**src/rtl/multicycle_control_pkg.sv**
```systemverilog
// multicycle_control_pkg: shared opcodes, ALUOp, state and mux-select encodings
package multicycle_control_pkg;

    localparam logic [6:0] OP_LOAD   = 7'b0000011;
    localparam logic [6:0] OP_STORE  = 7'b0100011;
    localparam logic [6:0] OP_R      = 7'b0110011;
    localparam logic [6:0] OP_I      = 7'b0010011;
    localparam logic [6:0] OP_LUI    = 7'b0110111;
    localparam logic [6:0] OP_AUIPC  = 7'b0010111;
    localparam logic [6:0] OP_BRANCH = 7'b1100011;
    localparam logic [6:0] OP_JAL    = 7'b1101111;
    localparam logic [6:0] OP_JALR   = 7'b1100111;
    localparam logic [6:0] OP_FENCE  = 7'b0001111;

    typedef enum logic [2:0] {
        ALU_IL    = 3'b000,
        ALU_B     = 3'b001,
        ALU_R     = 3'b010,
        ALU_I     = 3'b011,
        ALU_LUI   = 3'b100,
        ALU_AUIPC = 3'b101
    } aluop_t;

    typedef enum logic [3:0] {
        FETCH, DECODE, MEMADR, MEMRD, MEMWB, MEMWR, EXEC_R,
        EXEC_I, EXEC_U, ALUWB, BRANCH, JAL, JALR, TRAP
    } state_t;

    localparam logic [1:0] SRCA_PC    = 2'b00;
    localparam logic [1:0] SRCA_OLDPC = 2'b01;
    localparam logic [1:0] SRCA_RS1   = 2'b10;

    localparam logic [1:0] SRCB_RS2  = 2'b00;
    localparam logic [1:0] SRCB_IMM  = 2'b01;
    localparam logic [1:0] SRCB_FOUR = 2'b10;

    localparam logic [1:0] RES_ALUOUT = 2'b00;
    localparam logic [1:0] RES_MEM    = 2'b01;
    localparam logic [1:0] RES_ALU    = 2'b10;
    localparam logic [1:0] RES_PC     = 2'b11;

    localparam logic PCSRC_ALU    = 1'b0;
    localparam logic PCSRC_ALUOUT = 1'b1;

    localparam logic ADR_PC     = 1'b0;
    localparam logic ADR_ALUOUT = 1'b1;

    // Opcode dispatch out of DECODE; FENCE is a no-op back to FETCH.
    function automatic state_t decode_next(input logic [6:0] op);
        case (op)
            OP_LOAD, OP_STORE: return MEMADR;
            OP_R:              return EXEC_R;
            OP_I:              return EXEC_I;
            OP_LUI, OP_AUIPC:  return EXEC_U;
            OP_BRANCH:         return BRANCH;
            OP_JAL:            return JAL;
            OP_JALR:           return JALR;
            OP_FENCE:          return FETCH;
            default:           return TRAP;
        endcase
    endfunction

endpackage

```
**src/rtl/multicycle_control_if.sv**
```systemverilog
// multicycle_control_if: instruction fields, flags, memory handshake and control lines
interface multicycle_control_if;
    logic [6:0] i_Opcode;
    logic [2:0] i_Funct3;
    logic       i_Zero;
    logic       i_Lt;
    logic       i_Ltu;
    logic       i_MemReady;
    logic [2:0] o_ALUOp;
    logic [1:0] o_ALUSrcA;
    logic [1:0] o_ALUSrcB;
    logic [1:0] o_ResultSrc;
    logic       o_PCSrc;
    logic       o_PCWrite;
    logic       o_IRWrite;
    logic       o_RegWrite;
    logic       o_MemRead;
    logic       o_MemWrite;
    logic       o_AdrSrc;
    logic       o_Illegal;
    logic [3:0] o_State;

    modport master (
        input  i_Opcode, i_Funct3, i_Zero, i_Lt, i_Ltu, i_MemReady,
        output o_ALUOp, o_ALUSrcA, o_ALUSrcB, o_ResultSrc, o_PCSrc, o_PCWrite,
               o_IRWrite, o_RegWrite, o_MemRead, o_MemWrite, o_AdrSrc, o_Illegal, o_State
    );

    modport slave (
        output i_Opcode, i_Funct3, i_Zero, i_Lt, i_Ltu, i_MemReady,
        input  o_ALUOp, o_ALUSrcA, o_ALUSrcB, o_ResultSrc, o_PCSrc, o_PCWrite,
               o_IRWrite, o_RegWrite, o_MemRead, o_MemWrite, o_AdrSrc, o_Illegal, o_State
    );
endinterface

```
**src/rtl/multicycle_control_branch_resolve.sv**
```systemverilog
// branch_resolve: funct3 plus ALU flags to branch taken / invalid funct3
module branch_resolve (
    input  logic [2:0] i_Funct3,
    input  logic       i_Zero,
    input  logic       i_Lt,
    input  logic       i_Ltu,
    output logic       o_Taken,
    output logic       o_Invalid
);
    // bit0 inverts the base condition; bits 2:1 pick Zero, Lt or Ltu
    always_comb begin
        o_Invalid = i_Funct3[2:1] == 2'b01;
        o_Taken   = (i_Funct3[2] ? (i_Funct3[1] ? i_Ltu : i_Lt) : i_Zero) ^ i_Funct3[0];
    end
endmodule

```
**src/rtl/multicycle_control.sv**
```systemverilog
// multicycle_control: fetch/decode/execute/memory/write-back sequencer for the RV32I core
module multicycle_control
    import multicycle_control_pkg::*;
(
    input  logic                 i_Clk,
    input  logic                 i_Rst,
    multicycle_control_if.master bus
);
    state_t state_q, state_d;
    logic   taken, invalid;

    branch_resolve u_branch (
        .i_Funct3  (bus.i_Funct3),
        .i_Zero    (bus.i_Zero),
        .i_Lt      (bus.i_Lt),
        .i_Ltu     (bus.i_Ltu),
        .o_Taken   (taken),
        .o_Invalid (invalid)
    );

    // state register; reset abandons any outstanding memory request
    always_ff @(posedge i_Clk) begin
        if (i_Rst) state_q <= FETCH;
        else       state_q <= state_d;
    end

    // next state: memory states wait for ready, TRAP holds until reset
    always_comb begin
        state_d = state_q;
        case (state_q)
            FETCH:                   state_d = bus.i_MemReady ? DECODE : FETCH;
            DECODE:                  state_d = decode_next(bus.i_Opcode);
            MEMADR:                  state_d = bus.i_Opcode == OP_LOAD ? MEMRD : MEMWR;
            MEMRD:                   state_d = bus.i_MemReady ? MEMWB : MEMRD;
            MEMWR:                   state_d = bus.i_MemReady ? FETCH : MEMWR;
            EXEC_R, EXEC_I, EXEC_U:  state_d = ALUWB;
            BRANCH:                  state_d = invalid ? TRAP : FETCH;
            MEMWB, ALUWB, JAL, JALR: state_d = FETCH;
            TRAP:                    state_d = TRAP;
            default:                 state_d = FETCH;
        endcase
    end

    // outputs: selects are Moore, strobes gated only by ready or branch outcome
    always_comb begin
        bus.o_ALUOp     = ALU_IL;
        bus.o_ALUSrcA   = SRCA_PC;
        bus.o_ALUSrcB   = SRCB_RS2;
        bus.o_ResultSrc = RES_ALUOUT;
        bus.o_PCSrc     = PCSRC_ALU;
        bus.o_PCWrite   = 1'b0;
        bus.o_IRWrite   = 1'b0;
        bus.o_RegWrite  = 1'b0;
        bus.o_MemRead   = 1'b0;
        bus.o_MemWrite  = 1'b0;
        bus.o_AdrSrc    = ADR_PC;
        bus.o_Illegal   = state_q == TRAP;
        bus.o_State     = state_q;
        case (state_q)
            FETCH: begin
                bus.o_MemRead = 1'b1;
                bus.o_ALUSrcB = SRCB_FOUR;
                bus.o_IRWrite = bus.i_MemReady;
                bus.o_PCWrite = bus.i_MemReady;
            end
            DECODE: begin
                bus.o_ALUSrcA = SRCA_OLDPC;
                bus.o_ALUSrcB = SRCB_IMM;
            end
            MEMADR: begin
                bus.o_ALUSrcA = SRCA_RS1;
                bus.o_ALUSrcB = SRCB_IMM;
            end
            MEMRD: begin
                bus.o_MemRead = 1'b1;
                bus.o_AdrSrc  = ADR_ALUOUT;
            end
            MEMWB: begin
                bus.o_RegWrite  = 1'b1;
                bus.o_ResultSrc = RES_MEM;
            end
            MEMWR: begin
                bus.o_MemWrite = 1'b1;
                bus.o_AdrSrc   = ADR_ALUOUT;
            end
            EXEC_R: begin
                bus.o_ALUOp   = ALU_R;
                bus.o_ALUSrcA = SRCA_RS1;
            end
            EXEC_I: begin
                bus.o_ALUOp   = ALU_I;
                bus.o_ALUSrcA = SRCA_RS1;
                bus.o_ALUSrcB = SRCB_IMM;
            end
            EXEC_U: begin
                bus.o_ALUOp   = bus.i_Opcode == OP_LUI ? ALU_LUI : ALU_AUIPC;
                bus.o_ALUSrcA = bus.i_Opcode == OP_LUI ? SRCA_PC : SRCA_OLDPC;
                bus.o_ALUSrcB = SRCB_IMM;
            end
            ALUWB: bus.o_RegWrite = 1'b1;
            BRANCH: begin
                bus.o_ALUOp   = ALU_B;
                bus.o_ALUSrcA = SRCA_RS1;
                bus.o_PCSrc   = PCSRC_ALUOUT;
                bus.o_PCWrite = taken & ~invalid;
            end
            JAL: begin
                bus.o_RegWrite  = 1'b1;
                bus.o_ResultSrc = RES_PC;
                bus.o_PCWrite   = 1'b1;
                bus.o_PCSrc     = PCSRC_ALUOUT;
            end
            JALR: begin
                bus.o_ALUSrcA   = SRCA_RS1;
                bus.o_ALUSrcB   = SRCB_IMM;
                bus.o_RegWrite  = 1'b1;
                bus.o_ResultSrc = RES_PC;
                bus.o_PCWrite   = 1'b1;
            end
            default: ;
        endcase
    end
endmodule

```
**src/flat_wrapper.sv**
```systemverilog
// flat-port wrapper written by rule: the top's interface ports become plain ports
module multicycle_control_flat import multicycle_control_pkg::*;
  (i_Clk, i_Rst, bus_i_Opcode, bus_i_Funct3, bus_i_Zero, bus_i_Lt, bus_i_Ltu, bus_i_MemReady, bus_o_ALUOp, bus_o_ALUSrcA, bus_o_ALUSrcB, bus_o_ResultSrc, bus_o_PCSrc, bus_o_PCWrite, bus_o_IRWrite, bus_o_RegWrite, bus_o_MemRead, bus_o_MemWrite, bus_o_AdrSrc, bus_o_Illegal, bus_o_State);
  multicycle_control_if bus_i ();
  input  logic i_Clk;
  input  logic i_Rst;
  input wire logic [$bits(bus_i.i_Opcode)-1:0] bus_i_Opcode;
  input wire logic [$bits(bus_i.i_Funct3)-1:0] bus_i_Funct3;
  input wire logic [$bits(bus_i.i_Zero)-1:0] bus_i_Zero;
  input wire logic [$bits(bus_i.i_Lt)-1:0] bus_i_Lt;
  input wire logic [$bits(bus_i.i_Ltu)-1:0] bus_i_Ltu;
  input wire logic [$bits(bus_i.i_MemReady)-1:0] bus_i_MemReady;
  output wire logic [$bits(bus_i.o_ALUOp)-1:0] bus_o_ALUOp;
  output wire logic [$bits(bus_i.o_ALUSrcA)-1:0] bus_o_ALUSrcA;
  output wire logic [$bits(bus_i.o_ALUSrcB)-1:0] bus_o_ALUSrcB;
  output wire logic [$bits(bus_i.o_ResultSrc)-1:0] bus_o_ResultSrc;
  output wire logic [$bits(bus_i.o_PCSrc)-1:0] bus_o_PCSrc;
  output wire logic [$bits(bus_i.o_PCWrite)-1:0] bus_o_PCWrite;
  output wire logic [$bits(bus_i.o_IRWrite)-1:0] bus_o_IRWrite;
  output wire logic [$bits(bus_i.o_RegWrite)-1:0] bus_o_RegWrite;
  output wire logic [$bits(bus_i.o_MemRead)-1:0] bus_o_MemRead;
  output wire logic [$bits(bus_i.o_MemWrite)-1:0] bus_o_MemWrite;
  output wire logic [$bits(bus_i.o_AdrSrc)-1:0] bus_o_AdrSrc;
  output wire logic [$bits(bus_i.o_Illegal)-1:0] bus_o_Illegal;
  output wire logic [$bits(bus_i.o_State)-1:0] bus_o_State;
  assign bus_i.i_Opcode = bus_i_Opcode;
  assign bus_i.i_Funct3 = bus_i_Funct3;
  assign bus_i.i_Zero = bus_i_Zero;
  assign bus_i.i_Lt = bus_i_Lt;
  assign bus_i.i_Ltu = bus_i_Ltu;
  assign bus_i.i_MemReady = bus_i_MemReady;
  assign bus_o_ALUOp = bus_i.o_ALUOp;
  assign bus_o_ALUSrcA = bus_i.o_ALUSrcA;
  assign bus_o_ALUSrcB = bus_i.o_ALUSrcB;
  assign bus_o_ResultSrc = bus_i.o_ResultSrc;
  assign bus_o_PCSrc = bus_i.o_PCSrc;
  assign bus_o_PCWrite = bus_i.o_PCWrite;
  assign bus_o_IRWrite = bus_i.o_IRWrite;
  assign bus_o_RegWrite = bus_i.o_RegWrite;
  assign bus_o_MemRead = bus_i.o_MemRead;
  assign bus_o_MemWrite = bus_i.o_MemWrite;
  assign bus_o_AdrSrc = bus_i.o_AdrSrc;
  assign bus_o_Illegal = bus_i.o_Illegal;
  assign bus_o_State = bus_i.o_State;
  multicycle_control u_core (.i_Clk(i_Clk), .i_Rst(i_Rst), .bus(bus_i));
endmodule
```
**config.mk**
```make
export PLATFORM = sky130hd
export DESIGN_NAME = multicycle_control_flat
export DESIGN_NICKNAME = d
export VERILOG_FILES = /design/src/rtl/multicycle_control_pkg.sv /design/src/rtl/multicycle_control_if.sv /design/src/rtl/multicycle_control_branch_resolve.sv /design/src/rtl/multicycle_control.sv /design/src/flat_wrapper.sv
export SDC_FILE = /design/constraint.sdc
export NUM_CORES = 1
export LEC_CHECK = 0
export CAP_MARGIN = 20
export CORE_MARGIN = 1.5
export CORE_UTILIZATION = 55
export DETAILED_ROUTE_END_ITERATION = 6
export DONT_BUFFER_PORTS = 1
export PLACE_DENSITY = 0.73
export SKIP_LAST_GASP = 1
export SYNTH_ARGS = -nofsm -noshare
export SYNTH_HDL_FRONTEND = slang
export SYNTH_SLANG_ARGS = --single-unit
```
**constraint.sdc**
```tcl
create_clock -name i_Clk -period 1.3 [get_ports i_Clk]
set_clock_uncertainty 0.05 [all_clocks]
set_input_delay 0.26 -clock i_Clk [delete_from_list [all_inputs] [get_ports i_Clk]]
set_output_delay 0.26 -clock i_Clk [all_outputs]
set_load 0.005 [all_outputs]
```
==> impl_results.md, run 1 <==
* Largest area contributor in the netlist: dfxtp_1
* Status: stopped before the end
* Width of the die at 39.6 um
* Seq/Total Area, Yosys at 10.9%
* RePlAce Congestion at 0.797
* Grt ovf at 17
* Clock net sink count at 4
* Area contributors post-synth: dfxtp_1 11%, nand2_1 7.6%, nor2_1 7.6%
* First Error: [ERROR GRT-0232] Routing congestion too high. Check the congestion heatmap in the GUI.
* Largest net degree at the start of global routing at 13
* Syn avg cell area at 6.64 um2
* Row count at 13
* Number of I/O pins at 37
* Halt Stage: global routing
* Die Height at 39.6 um
* Synth async-reset ratio at 0%
* Number of synthesis warnings at 0
* Synth Instances at 111
* Clock root buffer master: clkbuf_4
* Setup slack at placement at -0.0534 ns
* Total track usage at 68.0%
* Initial core utilization at 58.1%
* Yosys cell types at 39
* Placed cell count at 145
* Htree depth at 1
* Max clock buf depth at 2
* Hold_buf cts at 0
* Main synth FF type: dfxtp_1
* Synth Cell Area at 737 um2
* Top-area cell type share of the netlist area at 10.9%
* IO buf count at 0
* #FFs+latches synth at 4
* Number of synthesized flops with an enable pin at 0
* Num CTS Buffers at 3
* Syn_nets at 127
* Critical endpoint after global-route timing repair: bus_o_IRWrite
* HPWL after detailed placement at 1690 um
* Worst EP Category: top-level output
## metrics by stage
step                      hold WS [ns]  instance area (um2)  setup TNS (ns)
after detailed placement         0.406                  927          -0.183
after floorplan                  0.397                  769         -0.0413
after global placement           0.404                  927         -0.0475
after CTS                        0.166                 1140           -1.97
## logic make-up after synthesis
| logic type | Yosys count | share of synthesized area (%) |
|---|---|---|
| compound gates | 33 | 29.2 |
| xor+xnor | 3 | 3.57 |
| buf+inv | 11 | 6.62 |
| flops | 4 | 10.9 |
| mux | 3 | 4.24 |
| simple gates | 57 | 45.5 |
## synth_stat cells, types with 2 or more instances
| library cell | number |
|---|---|
| o22ai_1 | 3 |
| inv_1 | 5 |
| nor2b_1 | 4 |
| nand3_1 | 3 |
| a21oi_1 | 10 |
| a21o_1 | 2 |
| o21ai_1 | 5 |
| nor2_1 | 15 |
| and2_1 | 2 |
| nand2_1 | 15 |
| xnor2_1 | 3 |
| nand2b_1 | 6 |
| nand3b_1 | 2 |
| a31oi_1 | 2 |
| buf_2 | 6 |
| mux2i_1 | 2 |
| dfxtp_1 | 4 |
## routing by layer
| metal | GRT overflow | global-route usage (%) |
|---|---|---|
| met5 | 0 | 5.00 |
| met3 | 0 | 39.8 |
| met1 | 1 | 60.5 |
| met4 | 9 | 85.3 |
| met2 | 7 | 94.3 |
## timing repair
action | in CTS
pin swaps | 8
endpoints found under the setup margin | 21
resized for setup | 38
buffers inserted | 8
==> run 2: changes to the inputs <==
CORE_AREA = 2 2 63 65   (was default)
CORE_MARGIN = default   (was 1.5)
CORE_UTILIZATION = default   (was 55)
DIE_AREA = 0 0 65 67   (was default)
PLACE_DENSITY = default   (was 0.73)
PLACE_DENSITY_LB_ADDON = 0.15   (was default)
clock period = 1.7 ns   (was 1.3 ns; I/O delays follow)
==> impl_results.md, run 2 <==
* Synth Cell Area at 737 um2 (unchanged)
* HPWL after detailed placement at 2020 um (+20%)
* Width of the die at 65 um (+64%)
* Overall power at 1.11 mW
* Number of synthesis warnings at 0 (unchanged)
* Starting DRC count in detailed routing at 34
* Top Metal Used: met3
* Main synth FF type: dfxtp_1
* Largest family of logic cells by synthesized area: simple AND/OR/NAND/NOR gates
* Final wirelength at 2410 um
* # DRC at 0
* Htree depth at 1 (unchanged)
* Row count at 22 (+9)
* RePlAce Congestion at 0.672 (-16%)
* Total track usage at 11.6%
* Number of synthesized flops with an enable pin at 0 (unchanged)
* Area contributors post-synth: dfxtp_1 11%, nand2_1 7.6%, nor2_1 7.6%
* Post-synthesis xor/xnor area fraction at 3.57% (unchanged)
* Crit path from: u_core.bus.o_State[0]$_SDFF_PP0_
* Initial core utilization at 20.4% (-38 points)
* Clock Latency Late Sink at 0.22 ns
* Pwr Density at 1190 mW/mm2
* Nets at 137
* Largest net degree at the start of global routing at 14
* Worst-margin pin slew at 0.417 ns
* Crit start category: flop
* Grt ovf at 0
* Core Util, Final at 25.9%
* Drt pass-1 iters at 4
* CP Capture Type: primary output
* Compound-Gate Fraction of Synth Area at 29.2% (unchanged)
* CP Class: flop to primary output
* Number of I/O pins at 37 (unchanged)
* Yosys cell types at 39 (unchanged)
* CTS tree: yes
* Worst vdd ir at 0.000304 V
* Hold Crit Depth at 2
* Max FFs per register at 4
* Routed wl met2 at 1160 um
* Total core area at 0.00361 mm2
* Hold Path Class: primary input to flop
* FF-to-FF path depth at 6
* Clock-pin slew on the worst setup and hold paths at 0.03 ns
* Synth async-reset ratio at 0% (unchanged)
* Max-cap viol count at 0
* First-pass GRT wire length at 3900 um
* Data required time of the critical path at 1.31 ns
* Share of cells above drive strength 1 at 26.9%
* Via count at 840
* Clock net sink count at 4 (unchanged)
* Pins over their slew limit at 0
* Reg2reg end: u_core.bus.o_State[3]$_SDFF_PP0_
* Syn avg cell area at 6.64 um2 (unchanged)
* Simple-Gate Fraction of Synth Area at 45.5% (unchanged)
* Pleak at 0.357 nW
* Syn_nets at 127 (unchanged)
* Top cells by instance count after synthesis: 15 x nand2_1, 15 x nor2_1, 10 x a21oi_1
* Area grow syn2layout at 26.8%
* Crit Path Max Fanout at 10
* RSZ-0062 raised after global routing: true
* Top-area cell type share of the netlist area at 10.9% (unchanged)
* Routed Antenna Nets at 0
* Initial antenna violation count at 1
* Post-synthesis adder-cell area fraction at 0% (unchanged)
* Largest area contributor in the netlist: dfxtp_1
* Hold_buf cts at 0 (unchanged)
* Most common cell after layout, fill and taps aside: nand2_1
* Vias in the first global route at 802
* Multiplexer share of the synthesized area at 4.24% (unchanged)
* R2R Path Start: u_core.bus.o_State[1]$_SDFF_PP0_
* Routed met3 length at 250 um
* # setup viols final at 0
* Die Height at 67 um (+69%)
* Per-cell routed wire length at 14.3 um
* Reg2Reg Setup Slack at 0.31 ns
* Synth Instances at 111 (unchanged)
* DRT met1 WL at 999 um
* Setup crit end: bus_o_IRWrite
* Full die area at 0.00436 mm2
* Clock root buffer master: clkbuf_8
* Max Clk Rate at 609 MHz
* Status: complete, no violations
* Crit path time final at 1.64 ns
* Hold violation count in the final report at 0
* #FFs+latches synth at 4 (unchanged)
* Num CTS Buffers at 3 (unchanged)
* Final period util at 96.6%
* Slew headroom at 71.9%
* Vias per cell at 5.00
* IO buf count at 0 (unchanged)
* Max clock buf depth at 2 (unchanged)
* Most frequent cells in the layout: 15 x nand2_1, 12 x nor2_1, 10 x a21oi_1, 10 x buf_4
* Crit path DAT at 1.25 ns
* Seq/Total Area, Yosys at 10.9% (unchanged)
-- run 2: kinds of logic (layout without fill, tap and decap cells) --
family                 after synthesis  in the layout
other                                0              1
XOR/XNOR                             3              3
multiplexers                         3              3
AO/OA/AOI/OAI                       33             33
AND/OR/NAND/NOR                     57             57
buffers and inverters               11             19
flip-flops                           4              4
-- run 2: worst min-delay path by stage --
stage,end,start
after floorplan,u_core.bus.o_State[1]$_SDFF_PP0_,bus_i_Opcode[1]
after global placement,u_core.bus.o_State[1]$_SDFF_PP0_,bus_i_Opcode[1]
after detailed placement,u_core.bus.o_State[1]$_SDFF_PP0_,bus_i_Opcode[1]
after CTS,u_core.bus.o_State[1]$_SDFF_PP0_,bus_i_Opcode[1]
after global routing,u_core.bus.o_State[1]$_SDFF_PP0_,bus_i_Opcode[1]
final,u_core.bus.o_State[1]$_SDFF_PP0_,bus_i_Opcode[1]
-- run 2: worst max-delay path: stages (launching register included) --
cell and delay, ns:
dfxtp_2 0.37, buf_4 0.18, nor4_2 0.30, and2_1 0.18
-- run 2: layout make-up --
| type | instances | area [um2] |
|---|---|---|
| sequential | 4 | 85.1 |
| antenna | 1 | 2.50 |
| inverter | 5 | 18.8 |
| timing repair buffer | 11 | 95.1 |
| multi-input combinational | 96 | 632 |
| clock buffer | 3 | 41.3 |
| tap | 48 | 60.1 |
| fill | 417 | 2670 |
-- run 2: timing repair --
action,CTS,global route
pin swaps,0,0
endpoints found under the setup margin,7,7
setup buffers,0,0
gates resized for setup,4,6
hold endpoints to repair,0,0
-- run 2: metrics by stage --
stage	cells	hold WS (ns)	setup slack (ns)	TNS (ns)	instance area, um2
floorplan	111	0.484	0.179	0	737
finish	168	0.302	0.0575	0	935
CTS	167	0.310	0.0250	0	910
global placement	164	0.527	0.159	0	862
global route	167	0.316	-0.0122	-0.0122	932
detailed placement	164	0.545	0.182	0	862
-- run 2: power by group --
group	internal [mW]	leakage (nW)	switching, mW
Combinational	0.329	0.301	0.389
Clock	0.151	0.0216	0.0490
Sequential	0.128	0.0344	0.0624
-- run 2: routing by layer --
metal	global-route usage (%)	up-vias
met3	6.08	0
met4	1.60	0
met2	19.6	34
met5	0	-
met1	13.3	388
li1	-	418
Note: power is estimated with default switching activity, not from simulation.
